**src/rtl/pi_pkg.sv**
```systemverilog
// Shared definitions for the pi column permutation family (forward and inverse).
// Matrix element (i,j) lives at bits [MAT_W-1-BYTE_W*byte_idx(i,j) -: BYTE_W].
package pi_pkg;

  localparam int ROWS   = 4;
  localparam int COLS   = 4;
  localparam int BYTE_W = 8;
  localparam int MAT_W  = ROWS * COLS * BYTE_W;

  typedef enum logic {
    IDLE = 1'b0,
    SEND = 1'b1
  } state_t;

  // Row-major position of element (i,j); also the serial byte number.
  function automatic int byte_idx(input int i, input int j);
    return COLS * i + j;
  endfunction

endpackage

```
**src/rtl/pi_inv.sv**
```systemverilog
// Combinational inverse of the cyclical column permutation pi:
// restored{i,j} = permuted{(i-j) mod 4, j}, i.e. column j moves back down by j rows.
module pi_inv
  import pi_pkg::*;
(
  input  logic [MAT_W-1:0] permuted,
  output logic [MAT_W-1:0] restored
);

  for (genvar i = 0; i < ROWS; i++) begin : g_row
    for (genvar j = 0; j < COLS; j++) begin : g_col
      localparam int SRC_ROW = (i - j + ROWS) % ROWS;
      localparam int DST_LSB = MAT_W - BYTE_W * (byte_idx(i, j) + 1);
      localparam int SRC_LSB = MAT_W - BYTE_W * (byte_idx(SRC_ROW, j) + 1);

      assign restored[DST_LSB +: BYTE_W] = permuted[SRC_LSB +: BYTE_W];
    end
  end

endmodule

```
**src/rtl/pi_inv_serializer.sv**
```systemverilog
// Unpermutes a 4x4 byte matrix with pi_inv and streams it out row-major, one
// byte per accepted cycle; the next matrix can load on byte 15's handshake.
module pi_inv_serializer #(
  parameter int ROWS   = 4,
  parameter int BYTE_W = 8
) (
  input  logic                        clk,
  input  logic                        rst_n,
  input  logic                        in_valid,
  output logic                        in_ready,
  input  logic [ROWS*ROWS*BYTE_W-1:0] in_matrix,
  output logic                        out_valid,
  input  logic                        out_ready,
  output logic [BYTE_W-1:0]           out_byte,
  output logic                        out_last
);
  import pi_pkg::*;

  localparam int          MW       = ROWS * ROWS * BYTE_W;
  localparam logic [3:0]  LAST_IDX = 4'(ROWS * ROWS - 1);

  state_t         state;
  logic [3:0]     idx;
  logic [MW-1:0]  hold;
  logic [MW-1:0]  restored;
  logic           at_last;
  logic           fire_in;
  logic           fire_out;

  pi_inv u_pi_inv (
    .permuted (in_matrix),
    .restored (restored)
  );

  assign at_last   = (idx == LAST_IDX);
  assign out_valid = (state == SEND);
  assign out_last  = out_valid && at_last;
  assign out_byte  = hold[MW - BYTE_W * (int'(idx) + 1) +: BYTE_W];
  assign fire_out  = out_valid && out_ready;

  // Combinational out_ready -> in_ready path gives back-to-back matrices with no bubble.
  assign in_ready  = (state == IDLE) || (fire_out && out_last);
  assign fire_in   = in_valid && in_ready;

  always_ff @(posedge clk or negedge rst_n) begin
    if (!rst_n) begin
      state <= IDLE;
      idx   <= '0;
      hold  <= '0;
    end else if (fire_in) begin
      hold  <= restored;
      idx   <= '0;
      state <= SEND;
    end else if (fire_out) begin
      if (at_last) begin
        state <= IDLE;
      end else begin
        idx <= idx + 4'd1;
      end
    end
  end

endmodule

```
**config.mk**
```make
export PLATFORM = sky130hd
export DESIGN_NAME = pi_inv_serializer
export DESIGN_NICKNAME = d
export VERILOG_FILES = /design/src/rtl/pi_pkg.sv /design/src/rtl/pi_inv.sv /design/src/rtl/pi_inv_serializer.sv
export SDC_FILE = /design/constraint.sdc
export NUM_CORES = 1
export LEC_CHECK = 0
export ABC_AREA = 1
export CELL_PAD_IN_SITES_DETAIL_PLACEMENT = 1
export CELL_PAD_IN_SITES_GLOBAL_PLACEMENT = 1
export CORE_AREA = 2 2 134 136
export CTS_CLUSTER_SIZE = 20
export DETAILED_ROUTE_END_ITERATION = 6
export DIE_AREA = 0 0 136 138
export DONT_BUFFER_PORTS = 1
export GPL_TIMING_DRIVEN = 0
export PLACE_DENSITY = 0.82
export SYNTH_ARGS = -nofsm -noshare
export SYNTH_HDL_FRONTEND = slang
export SYNTH_HIERARCHICAL = 1
export SYNTH_SLANG_ARGS = --single-unit
```
**constraint.sdc**
```tcl
create_clock -name clk -period 2.3 [get_ports clk]
set_input_delay 0.46 -clock clk [delete_from_list [all_inputs] [get_ports clk]]
set_output_delay 0.46 -clock clk [all_outputs]
set_load 0.1 [all_outputs]
```
==> out/metrics.cfg <==
[status]
status=finished with violations
violations=hold timing, setup timing

[timing]
setup_viol_count_final=138
slew_violations=0
slew_headroom_pct=48.10
finalClockSkew_ns=0.007953
fin_ws_ns=-1.150
rsz0062_at_grt=yes
layout_min_cycle_time_ns=3.450
whs_ns=-0.2783
min_period_over_period_pct=150.0
hold_violations=133
fmax_mhz=289.9
worst_pin_slew_ns=0.7767

[clocking]
cts_root_buf=clkbuf_16
clock_latency_ns=0.43
cts_sinks=133
cts_tree=yes
h-tree-depth=4
cts_buffers=17
path_clk_slew_ns=0.06
cts_buffer_depth=2

[global_routing]
antenna_found_initial=0
grt_pass1_wl_um=34960
grt_pass1_vias=6064
overflow=0
grtUsageTotal_pct=25.15
grt_max_degree=134

[synthesis]
netlist_area_um2=7607
synth.yosys.warnings=6
ys_seq_area_share_pct=43.75
synthArstFlopShare_pct=100.0
synth_edf_count=0
synth_flop_cell=dfrtp_1
synth_common_cells=133 x dfrtp_1, 130 x nand2_1, 128 x buf_4, 96 x mux2_4, 32 x nor2_1
ys_seq_elements=133
syn_area_per_cell_um2=10.76
synth_top_area_share_pct=43.75
syn_inst=707
synth_most_common_cell=dfrtp_1
synthTopCellsByArea=dfrtp_1 44%, mux2_4 19%, buf_4 13%, nand2_1 6.4%, mux2_2 4.4%
synth_cell_types=33
yosys.area.top_type=dfrtp_1
synthesis.nets=840

[floorplanning]
die_x_um=136
ioPinCount=143
initial_utilization_pct=43.39
dieArea_um2=18770
core-area_um2=17530
fp-row-count=49
die_h_um=138

[worst_setup_path]
worstPathArrival_ns=2.99
crit_start=idx[1]
crit_path_frequent_cell=nor2_4
critPathKind=flop to output port
cpMaxStageDelayCell=xor2_2
path_cells=ha_4 > buf_12 > inv_8 > nand2_8 > buf_6 > nor2_4 > xor2_2 > o21ai_0 > a21oi_1 > nor2_4
worstReg2RegStart=idx[1]
path_max_fanout=7
cp_num_buf_inv=3
endpoint_kind=output port
cp_data_required_time_ns=1.84
reg2reg_slack_ns=-0.37
critPathMaxStageDelay_ns=0.46
crit_family=compound AO/OA/AOI/OAI gates
crit_path_start_kind=flop

[placement]
dp_hpwl_um=15840
port_buffers=0
gp_congestion=0.8906

[layout]
fillers=1848
seq_area_um2=3331
multiInputGateArea_um2=3363
layout.nets=908
num_antenna_cells=0
area.growth.synth_to_final_pct=27.83
layout-drive-gt1-share_pct=52.54

[route]
firstDrtPassIters=4
drt_iter0_drc=314
via_per_inst=5.451
totalWireLength_um=25650
routedWlPerCell_um=25.27
vias=5533
antenna_left=0
drcViolationCount=0

[power]
combinationalPowerShare_pct=54.7
power_density_nw_per_um2=1479
internal-power_mw=7.804
p_switching_mw=6.582
p_leak_nw=4.994
max-vdd-ir-drop_uv=1198
p_seq_share_pct=27.8
swShare_pct=45.75
clockPowerShare_pct=17.6
total_power_mw=14.39

[min_path]
hold_class=input port to async pin

[job]
maxCapViolCount=0

worst paths after layout:
kind,to,depth (start not counted)
min in group clk,out_valid,2
max in group asynchronous,idx[2],0
min reg2reg,hold[101],1
max reg2reg,hold[46],12
max,out_byte[2],10
min,hold[57],0
layout make-up:
| cell class | instances | share of cell area (%) |
|---|---|---|
| inverters | 16 | 1.016 |
| clock buffers | 24 | 4.851 |
| multi-input cells | 399 | 34.59 |
| plain buffers | 159 | 14.35 |
| well taps | 229 | 2.946 |
| flip-flops and latches | 133 | 34.25 |
| clock inverters | 6 | 0.5661 |
| repair buffers | 49 | 7.437 |
worst reg2reg max path, stage by stage (launching register included):
cell	delay, ns
dfrtp_1	0.40
ha_4	0.17
nand2_4	0.06
nor2_4	0.17
inv_4	0.08
nand2_4	0.08
inv_4	0.05
nor2_4	0.56
nand2_4	0.13
buf_6	0.18
clkbuf_16	0.18
clkbuf_16	0.17
mux2_4	0.30
cell usage in the layout, fill, tap and decap left out, drive strengths merged:
cell      count
ha            1
a22oi         4
clkinvlp      1
nand3        14
o211ai        2
nor2         34
inv          14
o21ai        29
nand4         9
a22o          1
clkbuf       48
xnor2         1
o32ai         1
o221ai        2
clkinv        6
a21oi        23
or2           2
mux2        126
buf         184
o2111ai       1
o22a          3
o22ai         8
nand2       136
dfrtp       133
xor2          2
bufinv        1
state kept, by name, summed over array words and instances (netlist names):
register and count:
out_valid 1, idx 4, hold 128
power by group through the flow:
stage / combinational, mW / sequential, mW / clock (mW)
2_1_floorplan: 5.28 / 3.69 / 0
3_5_place_dp: 6.46 / 3.94 / 0
5_1_grt: 8.17 / 4.10 / 2.66
3_3_place_gp: 6.32 / 3.86 / 0
4_1_cts: 7.33 / 3.93 / 2.53
6_report: 7.86 / 3.99 / 2.53
metrics by stage:
| stage | std cells | setup slack (ns) | instance area [µm²] | util [%] | setup TNS [ns] |
|---|---|---|---|---|---|
| detailed placement | 936 | -0.9217 | 8097 | 46.18 | -35.06 |
| CTS | 988 | -0.9143 | 8997 | 51.31 | -41.95 |
| global placement | 936 | -0.8619 | 8097 | 46.18 | -29.46 |
| global route | 1015 | -1.227 | 9724 | 55.46 | -55.67 |
| finish | 1015 | -1.150 | 9724 | 55.46 | -46.67 |
| floorplan | 707 | -0.2415 | 7810 | - | -3.068 |
repair_timing:
action	CTS	global route
buffers inserted	20	10
gates resized for setup	61	64
gates cloned	2	17
endpoints found under the setup margin	138	138
pin swaps	22	11
hold endpoints to repair	133	133
cell families after synthesis:
| family | synth area share, % |
|---|---|
| DFF | 43.75 |
| muxes | 23.39 |
| AOI/OAI and AO/OA | 5.592 |
| and+or+nand+nor | 10.54 |
| adders and majority gates | 0.1644 |
| buffers and inverters | 16.22 |
| xor gates and xnor gates | 0.3455 |
per-layer routing:
metal	wire length, µm	GRT usage, %	share of wire [%]
met1	10040	30.86	39
met2	13370	43.11	52
met3	1321	5.281	5.2
met4	919	9.649	3.6
met5	0	0	0
Power figures use the tool's default switching activity.
